==> src/rtl/multi_one_shot_pkg.sv <==
// Shared definitions for the multi-channel one-shot pulse generator.
//
// Contents:
//   state_e    - per-channel FSM state (IDLE, PULSE, HOLDOFF)
//   EDGE_*     - trigger edge selection values for the EDGE_MODE parameter
//   cnt_width  - width of the per-channel down-counter

package multi_one_shot_pkg;

    typedef enum logic [1:0] {
        IDLE    = 2'd0,
        PULSE   = 2'd1,
        HOLDOFF = 2'd2
    } state_e;

    localparam int EDGE_RISE = 0;
    localparam int EDGE_FALL = 1;
    localparam int EDGE_BOTH = 2;

    // Counter must hold the larger of the two reload values (len-1) without
    // wrapping; never narrower than one bit.
    function automatic int cnt_width(input int pulse_len, input int holdoff);
        int m;
        m = (pulse_len > holdoff) ? pulse_len : holdoff;
        if (m < 1) begin
            return 1;
        end
        return $clog2(m + 1);
    endfunction

endpackage

==> src/rtl/one_shot_channel.sv <==
// Single trigger channel of the multi-channel one-shot.
//
// Detects the configured edge on 'in', emits a pulse of PULSE_LEN cycles on
// 'out', then optionally locks out further triggers for HOLDOFF cycles.
// Edges that arrive while the channel cannot accept them set a sticky
// 'missed' flag.
//
// Ports:
//   clk        - clock, rising edge
//   reset      - synchronous, active-low
//   in         - trigger level
//   en         - channel enable; low forces IDLE on the next edge
//   clr_missed - clears the missed flag (a coincident set wins)
//   out        - one-shot pulse (state == PULSE)
//   busy       - state is PULSE or HOLDOFF
//   missed     - sticky: an edge was ignored

module one_shot_channel
    import multi_one_shot_pkg::*;
#(
    parameter int PULSE_LEN = 1,
    parameter int HOLDOFF   = 0,
    parameter int EDGE_MODE = 0,
    parameter int RETRIGGER = 0
) (
    input  logic clk,
    input  logic reset,
    input  logic in,
    input  logic en,
    input  logic clr_missed,
    output logic out,
    output logic busy,
    output logic missed
);

    localparam int CntW = cnt_width(PULSE_LEN, HOLDOFF);

    localparam logic [CntW-1:0] PulseLoad = CntW'(PULSE_LEN - 1);
    // Only meaningful when HOLDOFF > 0; zero otherwise so it never wraps.
    localparam logic [CntW-1:0] HoldLoad  = (HOLDOFF > 0) ? CntW'(HOLDOFF - 1) : '0;

    // The HOLDOFF parameter shadows the enumerator of the same name, so the
    // states are always referenced through the package scope.
    multi_one_shot_pkg::state_e state_q, state_d;

    logic [CntW-1:0] cnt_q, cnt_d;
    logic            in_prev_q;
    logic            missed_q, missed_d;
    logic            trig_edge;
    logic            ignored;

    // Edge detect against the previous registered sample.
    always_comb begin
        trig_edge = 1'b0;
        case (EDGE_MODE)
            EDGE_FALL: trig_edge = ~in & in_prev_q;
            EDGE_BOTH: trig_edge = in ^ in_prev_q;
            default:   trig_edge = in & ~in_prev_q;
        endcase
    end

    always_comb begin
        state_d = state_q;
        cnt_d   = cnt_q;
        ignored = 1'b0;

        if (!en) begin
            // Disable aborts any pulse or holdoff; edges seen while disabled
            // are not counted as missed.
            state_d = multi_one_shot_pkg::IDLE;
            cnt_d   = '0;
        end else begin
            case (state_q)
                multi_one_shot_pkg::IDLE: begin
                    if (trig_edge) begin
                        state_d = multi_one_shot_pkg::PULSE;
                        cnt_d   = PulseLoad;
                    end
                end

                multi_one_shot_pkg::PULSE: begin
                    if (trig_edge && (RETRIGGER != 0)) begin
                        // Extend the pulse seamlessly.
                        cnt_d = PulseLoad;
                    end else begin
                        ignored = trig_edge;
                        if (cnt_q == '0) begin
                            if (HOLDOFF > 0) begin
                                state_d = multi_one_shot_pkg::HOLDOFF;
                                cnt_d   = HoldLoad;
                            end else begin
                                state_d = multi_one_shot_pkg::IDLE;
                            end
                        end else begin
                            cnt_d = cnt_q - CntW'(1);
                        end
                    end
                end

                multi_one_shot_pkg::HOLDOFF: begin
                    ignored = trig_edge;
                    if (cnt_q == '0) begin
                        state_d = multi_one_shot_pkg::IDLE;
                    end else begin
                        cnt_d = cnt_q - CntW'(1);
                    end
                end

                default: begin
                    state_d = multi_one_shot_pkg::IDLE;
                    cnt_d   = '0;
                end
            endcase
        end

        // Set dominates clear.
        missed_d = ignored | (missed_q & ~clr_missed);
    end

    always_ff @(posedge clk) begin
        if (!reset) begin
            state_q   <= multi_one_shot_pkg::IDLE;
            cnt_q     <= '0;
            missed_q  <= 1'b0;
            // Load the live input so a level held through reset release is
            // not seen as an edge.
            in_prev_q <= in;
        end else begin
            state_q   <= state_d;
            cnt_q     <= cnt_d;
            missed_q  <= missed_d;
            in_prev_q <= in;
        end
    end

    assign out    = (state_q == multi_one_shot_pkg::PULSE);
    assign busy   = (state_q != multi_one_shot_pkg::IDLE);
    assign missed = missed_q;

endmodule

==> src/rtl/multi_one_shot.sv <==
// Multi-channel edge-triggered one-shot pulse generator.
//
// CHANNELS fully independent channels, each turning a trigger edge on its
// 'in' bit into a PULSE_LEN-cycle pulse, with optional holdoff lockout and
// retriggering.
//
// Parameters:
//   CHANNELS  - number of channels (>= 1)
//   PULSE_LEN - pulse width in clk cycles (>= 1)
//   HOLDOFF   - lockout cycles after each pulse (>= 0)
//   EDGE_MODE - EDGE_RISE, EDGE_FALL or EDGE_BOTH
//   RETRIGGER - 1: an edge during a pulse restarts the pulse count
//
// Ports:
//   clk        - clock, rising edge
//   reset      - synchronous, active-low
//   in         - per-channel trigger level
//   en         - per-channel enable
//   clr_missed - per-channel clear of the missed flag
//   out        - per-channel pulse
//   busy       - per-channel PULSE or HOLDOFF
//   missed     - per-channel sticky ignored-edge flag

module multi_one_shot
    import multi_one_shot_pkg::*;
#(
    parameter int CHANNELS  = 4,
    parameter int PULSE_LEN = 1,
    parameter int HOLDOFF   = 0,
    parameter int EDGE_MODE = 0,
    parameter int RETRIGGER = 0
) (
    input  logic                clk,
    input  logic                reset,
    input  logic [CHANNELS-1:0] in,
    input  logic [CHANNELS-1:0] en,
    input  logic [CHANNELS-1:0] clr_missed,
    output logic [CHANNELS-1:0] out,
    output logic [CHANNELS-1:0] busy,
    output logic [CHANNELS-1:0] missed
);

    for (genvar g = 0; g < CHANNELS; g++) begin : g_chan
        one_shot_channel #(
            .PULSE_LEN (PULSE_LEN),
            .HOLDOFF   (HOLDOFF),
            .EDGE_MODE (EDGE_MODE),
            .RETRIGGER (RETRIGGER)
        ) u_chan (
            .clk        (clk),
            .reset      (reset),
            .in         (in[g]),
            .en         (en[g]),
            .clr_missed (clr_missed[g]),
            .out        (out[g]),
            .busy       (busy[g]),
            .missed     (missed[g])
        );
    end

endmodule

==> config.mk <==
export PLATFORM = sky130hd
export DESIGN_NAME = multi_one_shot
export DESIGN_NICKNAME = d
export VERILOG_FILES = /design/src/rtl/multi_one_shot_pkg.sv /design/src/rtl/one_shot_channel.sv /design/src/rtl/multi_one_shot.sv
export SDC_FILE = /design/constraint.sdc
export NUM_CORES = 1
export LEC_CHECK = 0
export ABC_AREA = 0
export BUFFER_PORTS_ARGS = -buffer_cell sky130_fd_sc_hd__buf_2
export CAP_MARGIN = 20
export CORE_AREA = 2 2 39 41
export DETAILED_ROUTE_END_ITERATION = 7
export DIE_AREA = 0 0 41 43
export GPL_TIMING_DRIVEN = 0
export PLACE_DENSITY = 0.7
export SYNTH_ARGS = -nofsm -noshare
export SYNTH_HDL_FRONTEND = slang
export SYNTH_SLANG_ARGS = --single-unit
==> constraint.sdc <==
create_clock -name clk -period 0.9 [get_ports clk]
set_input_delay 0.09 -clock clk [delete_from_list [all_inputs] [get_ports clk]]
set_output_delay 0.09 -clock clk [all_outputs]
set_load 0.05 [all_outputs]
# Word-level counts from Yosys, hierarchy flattened
# Index checks and enable logic that the tools add are counted.
# W data, S select, Z words.
# word_totals
reg_bits,20
input_bits,14
out_inout_bits,12
# classes
add_sub_neg,4
eq_ne,16
n_mux,32
bitwise,20
reduce_logical,20
# op_table
cell,n
$mux W1,16
$mux W2,8
$pmux W2 S2,4
$reduce_and A2 Y1,8
$and A1 B1 Y1,8
$eq A2 B1 Y1 const B,4
$eq A2 B2 Y1 const B,4
$logic_not A2 Y1,4
$ne A2 B1 Y1 const B,4
$ne A2 B2 Y1 const B,4
$not A1 Y1,8
$pmux W1 S2,4
$reduce_bool A2 Y1,4
$reduce_or A2 Y1,4
$or A1 B1 Y1,4
$sub A1 B1 Y1 const B,4

# Longest topological paths before layout
# logic_depth
word_depth,5
ltp_mapped,3

# Hierarchy
# A second synthesis with hierarchy kept.
# hier_totals
hier_cells,36
hier_area_um2,455.4
# modules_own_cells
module,instances,cells_per_inst,area_per_inst_um2
one_shot_channel,4,9,113.9

# Worst setup path after synthesis
# OpenSTA, ideal clock, no wires.
# synth_timing
path_type,register to register
from,reg g_chan[0].u_chan.in_prev_q
to,reg g_chan[0].u_chan.state_q[0]
setup_time_ps,73
arrival_ps,619
required_time_ps,827
slack_ps,209
path_stages_with_launch,3
path_buffers,0
synth_period_minus_slack_ps,691
path_cell_list,dfxtp_1 > nand3b_1 > nor3b_2
# synth_between
elab_chain_len,4
# synth_rtl
element,line_no,source
from (decl),one_shot_channel.sv:47,logic in_prev_q;
from (signal assigned),one_shot_channel.sv:127,in_prev_q <= in;
from (signal assigned),one_shot_channel.sv:132,in_prev_q <= in;
$not A1 Y1,one_shot_channel.sv:58,default: trig_edge = in & ~in_prev_q;
$and A1 B1 Y1,one_shot_channel.sv:58,
$ne A2 B1 Y1 (no line),--,
$reduce_and A2 Y1 (no line),--,
to (signal assigned),one_shot_channel.sv:122,state_q <= multi_one_shot_pkg::IDLE;
to (signal assigned),one_shot_channel.sv:129,state_q <= state_d;
to (decl),one_shot_channel.sv:44,"multi_one_shot_pkg::state_e state_q, state_d;"
# Every way passes these cells.
# A chain may end at the register's enable or synchronous reset.

# Worst setup path after layout
# layout_timing
from,reg g_chan[2].u_chan.state_q[0]
to,out out[2]
# layout_between
elab_chain_len,1
# layout_rtl
element,line_no,source
from (decl),one_shot_channel.sv:44,
from (signal assigned),one_shot_channel.sv:122,
from (signal assigned),one_shot_channel.sv:129,
$eq A2 B1 Y1,one_shot_channel.sv:136,assign out = (state_q == multi_one_shot_pkg::PULSE);
to (decl),multi_one_shot.sv:38,"output logic [CHANNELS-1:0] out,"
# Every way passes these cells.

==> reports/metrics.csv <==
stage,metric,value,unit
power_and_ir_drop,Power Density,1150,nW/µm²
sta,Final period util,1.05,
clock_network,clock sink count,12,
sta,Worst-Margin Slew,0.155,ns
setup_path,crit path kind,flip-flop to output pin,
route,drt first-iter violations,0,
power_and_ir_drop,switching fraction of total power,0.233,
yosys,post-synth cell types,9,
finish,NumNets Final,96,
finish,layout cells sized above 1,0.713,
global_route,first-pass GRT wire length,1590,µm
yosys,post-synthesis sequential area ratio,0.465,
clock_network,CTS Root Cell,clkbuf_4,
setup_path,Worst Path Required,0.81,ns
sta,setup ws final,-0.0406,ns
finish,Reg area,250,µm²
route,Routed WL per cell,9.95,µm
power_and_ir_drop,Comb power frac,0.186,
setup_path,max incr delay on CP,0.36,ns
global_route,Tot GR Track Use,0.129,
power_and_ir_drop,peak supply drop,734,µV
run,Max-Cap Viols,0,
route,Post-route DRC,0,
yosys,post-synthesis register bit count,12,
finish,diodes inserted,0,
sta,"Slew Viols, Final",0,
placed_design,port bufs,25,
power_and_ir_drop,Power Total,1060,µW
yosys,syn nets,59,
route,Pre-antenna DRT Iters,1,
global_route,largest net degree at the start of global routing,11,
die,FP Rows,14,
clock_network,Worst-Skew Late Latency,0.26,ns
global_route,vias in the first global route,415,
sta,RSZ-0062 raised after global routing,true,
setup_path,critical path arrival,0.85,ns
finish,Multi-input gate area,180,µm²
die,Die ar.,1760,µm²
worst_hold_path,Hold Crit Endpoint,g_chan[3].u_chan.state_q[0],
route,total number of vias,413,
yosys,"Cell Area, Synth",517,µm²
setup_path,reg2reg start,g_chan[3].u_chan.state_q[0],
setup_path,Crit. End Element,output pin,
sta,Slew headroom,0.897,
outcome,status,"finished, violations left",
placed_design,gpl congestion,0.545,
clock_network,maximum buffer depth of the clock tree,2,
clock_network,Worst-path clk slew,0.07,ns
power_and_ir_drop,Reg power frac,0.522,
sta,min Tclk post-route,0.941,ns
sta,fmax,1060,MHz
setup_path,worst-path fanout max,3,
route,vias per cell,4.30,
setup_path,crit path cell chain,buf_6 > buf_8,
route,Routed WL,955,µm
die,Starting Density,0.373,
sta,Setup Viol. Count Final,8,
placed_design,HPWL after DPL,639,µm
clock_network,TritonCTS buffer count,3,
die,die width,41,µm
clock_network,CTS tree,built,
power_and_ir_drop,Psw,248,µW
setup_path,Slowest cell on crit path,dfxtp_2,
setup_path,FF-to-FF path depth,3,
sta,skew final,0.000234,ns
yosys,synthesis warning total,0,
yosys,synthesized netlist cell count,45,
sta,Final TNS setup,-0.280,ns
outcome,violated checks,setup timing,
finish,Layout Utilization,0.668,
die,core area,1380,µm²
die,num ports,26,
setup_path,CP top delay family,flip-flops,
worst_hold_path,Hold Crit Depth,3,
global_route,grt ovf,0,
finish,fill count,114,
route,Detail Route Antenna Nets,0,
setup_path,FF-to-FF End,g_chan[3].u_chan.missed,
finish,area growth from synthesis to layout,78.9,%
setup_path,"setup slack, reg-to-reg",0.17,ns
power_and_ir_drop,Int Power,814,µW
yosys,syn avg cell area,11.5,µm²
worst_hold_path,Hold Path Class,input port to flip-flop,
worst_hold_path,HP Start,en[3],
global_route,initial antenna violation count,0,
setup_path,CP bufs+invs,2,
power_and_ir_drop,static leakage,0.000413,µW
setup_path,critical path startpoint category,flip-flop,
sta,Fin. Hold Viols,0,
power_and_ir_drop,clock group share of total power,0.292,
clock_network,# H-tree levels,1,
die,Vert. Die Dim,43,µm
==> worst max-delay path by stage <==
stage / start / end / slack [ns] / cells past startpoint
floorplan: g_chan[0].u_chan.in_prev_q / g_chan[0].u_chan.state_q[0] / 0.21 / 2
global placement: g_chan[1].u_chan.state_q[0] / busy[1] / 0.07 / 2
detailed placement: g_chan[1].u_chan.state_q[0] / busy[1] / 0.06 / 2
CTS: g_chan[0].u_chan.state_q[0] / out[0] / -0.05 / 2
global route: g_chan[2].u_chan.state_q[0] / out[2] / -0.07 / 2
finish: g_chan[2].u_chan.state_q[0] / out[2] / -0.04 / 2
==> power groups by stage <==
stage	clock (µW)	sequential, µW	combinational (µW)
5_1_grt	351	557	213
4_1_cts	332	554	198
3_3_place_gp	0	565	132
3_5_place_dp	0	566	135
2_1_floorplan	0	564	85.3
6_report	310	555	197
==> logic make-up (layout without fill, tap and decap cells) <==
logic type,Yosys count,after routing,synth area share
AOI/OAI and AO/OA,4,4,0.0969
and+or+nand+nor,16,16,0.242
DFF,12,12,0.465
buffers and inverters,13,48,0.196
==> layout by cell type (no fill, tap or decap) <==
master	instances
nand3b_1	2
dfxtp_2	8
buf_8	12
clkbuf_4	3
nor3b_2	3
nand3b_4	2
o22ai_2	4
nand2_1	8
dfxtp_1	4
dlygate4sd3_1	8
buf_6	9
nor3b_1	1
buf_2	12
buf_4	4
==> cell usage after synthesis, drive strengths merged <==
library cell | count | share of area
nand2 | 8 | 0.058
nor3b | 4 | 0.077
buf | 13 | 0.20
o22ai | 4 | 0.097
dfxtp | 12 | 0.46
nand3b | 4 | 0.11
==> through the flow <==
stage / area (µm²) / instances / hold slack [ns] / worst slack (ns)
2_1_floorplan: 517 / 45 / 0.118 / 0.209
3_3_place_gp: 662 / 86 / 0.208 / 0.0657
3_5_place_dp: 662 / 86 / 0.213 / 0.0580
4_1_cts: 925 / 97 / 0.0863 / -0.0480
5_1_grt: 925 / 96 / 0.0990 / -0.0737
6_report: 925 / 96 / 0.0999 / -0.0406
==> layer usage <==
metal / track usage / wire (µm) / part of all wire / vias to the layer above
met2: 0.213 / 497 / 0.52 / 17
met3: 0.0314 / 70 / 0.073 / 0
met5: 0 / 0 / 0 / -
met4: 0.0400 / 0 / 0 / 0
met1: 0.155 / 388 / 0.41 / 188
li1: - / - / - / 208
==> flip-flops by register name, summed over array words and instances, names as in the netlist <==
signal / count
g_chan.u_chan.in_prev_q: 4
g_chan.u_chan.missed: 4
g_chan.u_chan.state_q: 4
==> cell type report <==
| class | instances | share of cell area |
|---|---|---|
| timing repair buffer | 36 | 0.379 |
| sequential | 12 | 0.271 |
| multi-input combinational | 20 | 0.195 |
| clock buffer | 3 | 0.0244 |
| tap | 16 | 0.0217 |
| buffer | 9 | 0.110 |
==> what timing repair did <==
action	in CTS	in global routing
endpoints found under the setup margin	12	10
hold endpoints to repair	8	0
pin swaps	0	2
setup buffers	4	0
hold buffers	8	0
gates resized for setup	52	1
==> worst min-delay path: stages <==
cell	delay (ns)
buf_2	0.11
nand3b_4	0.08
nor3b_2	0.04
(Power assumes the default switching activity.)
